--- src/rtl/uart_rx.sv ---
// 8-bit UART receiver with oversampled mid-bit sampling, start/stop validation and one-cycle result pulses.
// Optional parity stage enabled by defining UART_RX_PARITY_EN (8E1/8O1 selected by PARITY_ODD).
module uart_rx #(
    parameter int unsigned sys_freq   = 100_000_000,
    parameter int unsigned BAUD_rate  = 9600,
    parameter int unsigned OVERSAMPLE = 16,
    parameter int unsigned PARITY_ODD = 0
) (
    input  logic       clk,
    input  logic       reset_p,
    input  logic       rx,
    output logic [7:0] rx_data,
    output logic       rx_valid,
    output logic       frame_err,
    output logic       parity_err,
    output logic       busy
);
    localparam int unsigned DIV   = sys_freq / (BAUD_rate * OVERSAMPLE);
    localparam int unsigned CNT_W = ($clog2(DIV) > 16) ? $clog2(DIV) : 16;
    localparam int unsigned OS_W  = $clog2(OVERSAMPLE);

    localparam logic [CNT_W-1:0] TICK_LAST = CNT_W'(DIV - 1);
    localparam logic [OS_W-1:0]  HALF_LAST = OS_W'(OVERSAMPLE / 2 - 1);
    localparam logic [OS_W-1:0]  FULL_LAST = OS_W'(OVERSAMPLE - 1);
    localparam logic             PAR_ODD   = 1'(PARITY_ODD);

`ifdef UART_RX_PARITY_EN
    localparam logic PARITY_HW = 1'b1;
`else
    localparam logic PARITY_HW = 1'b0;
`endif

    typedef enum logic [2:0] {
        S_IDLE,
        S_START,
        S_DATA,
`ifdef UART_RX_PARITY_EN
        S_PARITY,
`endif
        S_STOP,
        S_BREAK
    } state_t;

    state_t           state_q, state_d;
    logic             rx_meta, rx_s;
    logic [CNT_W-1:0] tick_cnt_q, tick_cnt_d;
    logic [OS_W-1:0]  os_cnt_q, os_cnt_d;
    logic [2:0]       bit_idx_q, bit_idx_d;
    logic [7:0]       shreg_q, shreg_d;
    logic             par_bit_q, par_bit_d;
    logic [7:0]       rx_data_d;
    logic             rx_valid_d, frame_err_d, parity_err_d, busy_d;
    logic             tick_c, sample_c;

    // Sample point: half a bit into the start bit, then every full bit.
    assign tick_c   = (tick_cnt_q == TICK_LAST);
    assign sample_c = tick_c &&
                      (os_cnt_q == ((state_q == S_START) ? HALF_LAST : FULL_LAST));

    always_ff @(posedge clk) begin
        if (reset_p) begin
            rx_meta    <= 1'b1;
            rx_s       <= 1'b1;
            state_q    <= S_IDLE;
            tick_cnt_q <= '0;
            os_cnt_q   <= '0;
            bit_idx_q  <= '0;
            shreg_q    <= '0;
            par_bit_q  <= 1'b0;
            rx_data    <= '0;
            rx_valid   <= 1'b0;
            frame_err  <= 1'b0;
            parity_err <= 1'b0;
            busy       <= 1'b0;
        end else begin
            rx_meta    <= rx;
            rx_s       <= rx_meta;
            state_q    <= state_d;
            tick_cnt_q <= tick_cnt_d;
            os_cnt_q   <= os_cnt_d;
            bit_idx_q  <= bit_idx_d;
            shreg_q    <= shreg_d;
            par_bit_q  <= par_bit_d;
            rx_data    <= rx_data_d;
            rx_valid   <= rx_valid_d;
            frame_err  <= frame_err_d;
            parity_err <= parity_err_d;
            busy       <= busy_d;
        end
    end

    always_comb begin
        state_d      = state_q;
        tick_cnt_d   = tick_c ? '0 : tick_cnt_q + 1'b1;
        os_cnt_d     = os_cnt_q;
        bit_idx_d    = bit_idx_q;
        shreg_d      = shreg_q;
        par_bit_d    = par_bit_q;
        rx_data_d    = rx_data;
        rx_valid_d   = 1'b0;
        frame_err_d  = 1'b0;
        parity_err_d = 1'b0;

        if (tick_c) begin
            os_cnt_d = sample_c ? '0 : os_cnt_q + 1'b1;
        end

        case (state_q)
            S_IDLE: begin
                // Clearing the divider phase-aligns ticks to the start edge.
                if (!rx_s) begin
                    state_d    = S_START;
                    tick_cnt_d = '0;
                    os_cnt_d   = '0;
                end
            end
            S_START: begin
                if (sample_c) begin
                    if (!rx_s) begin
                        state_d   = S_DATA;
                        bit_idx_d = '0;
                    end else begin
                        state_d = S_IDLE;
                    end
                end
            end
            S_DATA: begin
                if (sample_c) begin
                    shreg_d[bit_idx_q] = rx_s;
                    bit_idx_d          = bit_idx_q + 1'b1;
                    if (bit_idx_q == 3'd7) begin
`ifdef UART_RX_PARITY_EN
                        state_d = S_PARITY;
`else
                        state_d = S_STOP;
`endif
                    end
                end
            end
`ifdef UART_RX_PARITY_EN
            S_PARITY: begin
                if (sample_c) begin
                    par_bit_d = rx_s;
                    state_d   = S_STOP;
                end
            end
`endif
            S_STOP: begin
                if (sample_c) begin
                    if (rx_s) begin
                        rx_data_d    = shreg_q;
                        rx_valid_d   = 1'b1;
                        parity_err_d = PARITY_HW & (par_bit_q ^ (^shreg_q) ^ PAR_ODD);
                        state_d      = S_IDLE;
                    end else begin
                        frame_err_d = 1'b1;
                        state_d     = S_BREAK;
                    end
                end
            end
            S_BREAK: begin
                if (rx_s) begin
                    state_d = S_IDLE;
                end
            end
            default: state_d = S_IDLE;
        endcase

        busy_d = (state_d != S_IDLE);
    end
endmodule

--- config.mk ---
export PLATFORM = sky130hd
export DESIGN_NAME = uart_rx
export DESIGN_NICKNAME = d
export VERILOG_FILES = /design/src/rtl/uart_rx.sv
export SDC_FILE = /design/constraint.sdc
export NUM_CORES = 1
export LEC_CHECK = 0
export BUFFER_PORTS_ARGS = -buffer_cell sky130_fd_sc_hd__buf_2
export CORE_AREA = 2 2 88 73
export CTS_CLUSTER_SIZE = 16
export DETAILED_ROUTE_END_ITERATION = 8
export DIE_AREA = 0 0 90 75
export PLACE_DENSITY = 0.65
export SLEW_MARGIN = 20
export SYNTH_ARGS = -nofsm -noshare
export SYNTH_HDL_FRONTEND = slang
export SYNTH_SLANG_ARGS = --single-unit
--- constraint.sdc ---
create_clock -name clk -period 1.7 [get_ports clk]
set_input_delay 0.17 -clock clk [delete_from_list [all_inputs] [get_ports clk]]
set_output_delay 0.17 -clock clk [all_outputs]
set_load 0.02 [all_outputs]
Yosys cells after proc, flatten, opt, wreduce, memory -nomap -nowiden
Cells that the tools add are included.
{"block": "totals", "word_cells": 63, "in_bits": 3, "register_bits": 47}
{"block": "op_classes", "mux": 26, "order_cmp": 2, "eq_ne": 10, "n_reduce_logical": 9, "bitwise_logic": 2, "addsub": 3}
{"cell": "two-way mux 16 bit", "count": 3}
{"cell": "two-way mux 3 bit", "count": 10}
{"cell": "two-way mux 4 bit", "count": 5}
{"cell": "adder 16 x 1 -> 16 bit, second input constant", "count": 1}
{"cell": "equality test 16 x 10 -> 1 bit, second input constant", "count": 1}
{"cell": "case mux 3 bit (5 select lines)", "count": 1}
{"cell": "bitwise mux 8 bit", "count": 1}
{"cell": "equality test 3 x 2 -> 1 bit, second input constant", "count": 2}
{"cell": "equality test 3 bit, second input constant", "count": 2}
{"cell": "!= test 2 bit, second input constant", "count": 3}
{"cell": "case mux 3 bit (2 select lines)", "count": 1}
{"cell": "adder 4 x 1 -> 4 bit, second input constant", "count": 1}
{"cell": "equality test 4 bit", "count": 1}
{"cell": "< comparator 3 x 4 -> 1 bit, second input constant", "count": 1}
{"cell": "AND reduction 4 bit", "count": 1}
{"cell": "adder 3 x 1 -> 3 bit, second input constant", "count": 1}
{"cell": "demux 1 bit (select 3 bit)", "count": 1}
{"cell": "equality test 3 x 1 -> 1 bit, second input constant", "count": 1}
{"cell": ">= comparator 3 x 1 -> 1 bit, second input constant", "count": 1}
{"cell": "logical NOT 3 bit", "count": 1}
{"cell": "two-way mux 1 bit", "count": 3}
{"cell": "AND reduction 3 bit", "count": 1}
{"cell": "nonzero test 3 bit", "count": 1}
{"cell": "OR reduction 3 bit", "count": 1}
{"cell": "other kinds (5)", "count": 7}

Logic depth before layout (Yosys ltp)
{"block": "depth", "depth_word": 8, "ltp_mapped": 9}

Least setup slack after synthesis
OpenSTA, ideal clock, no wires.
{"block": "synth_path", "path_kind": "reg2reg", "from": "reg tick_cnt_q[0]", "to": "reg busy", "path_buffers": 1, "setup_time_ns": 0.134, "setup_slack_ns": -0.156, "period_less_slack_ns": 1.856, "t_arrival_ns": 1.722, "t_required_ns": 1.566, "stages_incl_launch_ff": 9, "cell_sequence": "dfxtp_1 > inv_1 > ha_1 > nor4b_1 > and4_2 > buf_2 > nand3_1 > a211oi_2 > or4b_1"}
{"block": "synth_via", "elab_chain_cells": 5}
{"item": "start, declared", "line_no": "46", "source": "logic [CNT_W-1:0] tick_cnt_q, tick_cnt_d;"}
{"item": "start signal, assigned", "line_no": "79", "source": "tick_cnt_q <= tick_cnt_d;"}
{"item": "equality test 16 x 10 -> 1 bit *", "line_no": "56", "source": "assign tick_c = (tick_cnt_q == TICK_LAST);"}
{"item": "logical AND 1 bit *", "line_no": "57", "source": "assign sample_c = tick_c &&"}
{"item": "two-way mux 3 bit, on equally long branches", "line_no": "149, 118, 128"}
{"item": "case mux 3 bit (5 select lines) *", "line_no": "108", "source": "case (state_q)"}
{"item": "nonzero test 3 bit *", "line_no": "169", "source": "busy_d = (state_d != S_IDLE);"}
{"item": "end signal, assigned", "line_no": "88", "source": "busy <= busy_d;"}
{"item": "end, declared", "line_no": "16", "source": "output logic busy"}
Mark *: on every way between the ends. The rest lies on a longest branch, timed or not.
A chain may end at the register's enable or synchronous reset.

Worst setup path in the final report
Ends and elaborated chain as after synthesis.

==> flow_summary.json <==
{
  "status": "finished with violations",
  "violations": "negative setup slack",
  "critical-path-top-delay-family": "simple AND/OR/NAND/NOR gates",
  "synthXorXnorAreaFrac_pct": 5.603,
  "clkSinkCount": 47,
  "ys_seq_area_share_pct": 43.00,
  "avgRoutedWirePerCell_um": 13.10,
  "hpwl_mm": 3.234,
  "synth-compound-area-share_pct": 6.061,
  "synth_area_mm2": 0.002188,
  "grt_max_degree": 23,
  "drtAntennaViolNets": 0,
  "io_pins": 15,
  "synth-simple-area-share_pct": 30.36,
  "cp_data_required_time_ps": 1880,
  "cp_num_cells": 7,
  "vias_per_cell": 4.997,
  "track_usage_pct": 13.92,
  "portBuffers": 13,
  "setup_viol": 6,
  "core_area_mm2": 0.005818,
  "post-route-period-util_pct": 106.1,
  "grt_pass1_vias": 1620,
  "ys.flop_type": "dfxtp_1",
  "finalHoldViolations": 0,
  "setup.worst_path.end_class": "register",
  "h-tree-depth": 2,
  "clock.fmax_ghz": 0.5543,
  "finalPower_mw": 2.086,
  "ir_drop_mv": 0.3502,
  "grt_pass1_wl_mm": 7.507,
  "finalCriticalPeriod_ps": 1804,
  "cp_slowest_stage_delay_ps": 470,
  "antenna_found_initial": 0,
  "ff2ff_path_depth": 7,
  "wl_met1_mm": 2.541,
  "leakage_nw": 1.198,
  "routed.top_layer": "met4",
  "holdWs_ps": 40.11,
  "via_count": 1839,
  "fin_ws_ps": -104.1,
  "wirelength_mm": 4.821,
  "cts_buffers": 5,
  "place_area_mm2": 0.002628,
  "report.final.slew_viol_count": 0,
  "start_util_pct": 37.61,
  "drtIter0Drc": 96,
  "r2r_slack_ps": -100,
  "ys_ff_latch": 47,
  "dp_cells": 356,
  "clk_pin_slew_ps": 100,
  "synth_cells": 237,
  "yosysMostFrequentCell": "dfxtp_1",
  "crit_buf_inv": 1,
  "die-height_um": 75,
  "synth_top_cell_area_share_pct": 43.00,
  "finalNonFillerCells": 368,
  "clk_path_buf_depth": 2,
  "r2r-start": "tick_cnt_q[0]$_SDFF_PP0_",
  "avgSynthCellArea_um2": 9.234,
  "wl_met2_mm": 2.028,
  "power.density_mw_per_mm2": 713.3,
  "worstSetupEndpoint": "busy$_SDFF_PP0_",
  "place.gp.congestion": 0.8617,
  "cp-start-kind": "register",
  "crit_fanout": 6,
  "drcViolationCount": 0,
  "worst-setup-path-type": "register to register",
  "synth_edf_count": 0,
  "synth_top_area_cell": "dfxtp_1",
  "cap_viol_max_count": 0,
  "cts_root_buffer": "clkbuf_8",
  "clkLatencyLatePin_ps": 310,
  "hold_class": "primary input to register",
  "antennaDiodeCount": 0,
  "postSynth.asyncResetShare_pct": 0,
  "crit_chain": "inv_2 -> ha_4 -> and4bb_2 -> nand4_4 -> nor3_4 -> a211oi_2 -> or4b_1",
  "met3WireLength_um": 154,
  "crit_slowest_cell": "or4b_1",
  "synth_area_leaders": "dfxtp_1 (43%), mux2i_1 (8.2%), nor2_1 (6.3%)",
  "dieArea_mm2": 0.006750,
  "area_growth_pct": 33.62,
  "startpoint": "tick_cnt_q[0]$_SDFF_PP0_",
  "cp.arrival_ps": 1980,
  "ys_top_cells_by_count": "dfxtp_1 (47), nor2_1 (37), mux2i_1 (18)",
  "synth_top_family_by_area": "simple AND/OR/NAND/NOR gates",
  "drive_gt1_share_pct": 34.15,
  "syn_nets": 245,
  "num_rows": 25,
  "dp_slack_ps": -106.0,
  "clock_skew_ps": 13.67,
  "design_area_mm2": 0.002924,
  "yosys.area_share.adder_pct": 2.859,
  "r2r-end": "busy$_SDFF_PP0_",
  "drtPass1Iterations": 4,
  "fp.dieW_um": 90,
  "nNetsFinal": 294,
  "rsz0062_at_grt": "yes",
  "yosys-mux-area-fraction_pct": 8.748,
  "holdBufCountCts": 0,
  "yosys_warnings": 0,
  "cts_tree": "yes",
  "synth.distinct_cells": 43,
  "grt_overflow": 0
}
sequential cells by signal, indices dropped and copies added, names as in the netlist:
signal      cells
frame_err       1
state_q         3
bit_idx_q       3
rx_s            1
busy            1
shreg_q         8
tick_cnt_q     16
os_cnt_q        4
rx_data         8
rx_meta         1
rx_valid        1
area by class of cell:
| type | instances | area, um^2 |
|---|---|---|
| well taps | 81 | 101.3 |
| multi-input cells | 174 | 1304 |
| inverters | 3 | 11.26 |
| clock inverters | 3 | 47.55 |
| clock buffers | 5 | 68.82 |
| repair buffers | 55 | 442.9 |
| flip-flops and latches | 47 | 948.4 |
| fillers | 529 | 2894 |
metal layers:
layer  vias to the layer above  GRT usage (%)
met4                         0          7.179
met5                         -              0
met1                       861          20.50
met2                        32          19.63
li1                        936              -
met3                        10          2.402
cell usage in the layout (no fill, tap or decap), types with 6 or more instances in the layout:
| cell type | count |
|---|---|
| buf_4 | 36 |
| dfxtp_2 | 6 |
| dfxtp_1 | 41 |
| nor3_1 | 6 |
| buf_2 | 13 |
| mux2i_1 | 18 |
| nor2_1 | 36 |
| nand3_1 | 10 |
| o21ai_0 | 7 |
| nand4_1 | 7 |
| a21oi_1 | 7 |
| xnor2_1 | 9 |
| nand2_1 | 12 |
repair_timing:
item | in CTS | in global routing
buffers inserted | 1 | 2
setup endpoints to repair | 19 | 34
cloned | 0 | 1
pin swaps | 6 | 9
resized for setup | 9 | 21
worst min path at each step:
stage / slack (ps) / start / depth (start not counted) / endpoint
after detailed placement: 370 / rx / 2 / rx_meta$_SDFF_PP1_
after CTS: 40 / rx / 2 / rx_meta$_SDFF_PP1_
after floorplan: 270 / rx / 1 / rx_meta$_SDFF_PP1_
after global placement: 360 / rx / 2 / rx_meta$_SDFF_PP1_
after global routing: 40 / rx / 2 / rx_meta$_SDFF_PP1_
final: 40 / rx / 2 / rx_meta$_SDFF_PP1_
logic make-up (layout without fill, tap and decap cells):
logic type      count (synthesis)  in the layout
mux                            19             19
buf+inv                        16             66
flops                          47             47
fa+ha+maj                       5              5
xor+xnor                       14             14
other cells                     1              1
simple gates                  113            113
compound gates                 22             22
where the power goes:
part / switching, mW / internal (mW)
Combinational: 0.0645 / 0.0520
Sequential: 0.00864 / 1.11
Clock: 0.403 / 0.446
stage by stage:
step / util (%) / TNS, ps
2_1_floorplan: - / -49.16
3_3_place_gp: 45.16 / -209.0
3_5_place_dp: 45.16 / -513.0
4_1_cts: 48.00 / -112.2
5_1_grt: 50.26 / -1107
6_report: 50.26 / -320.7
Note: power is estimated with default switching activity, not from simulation.
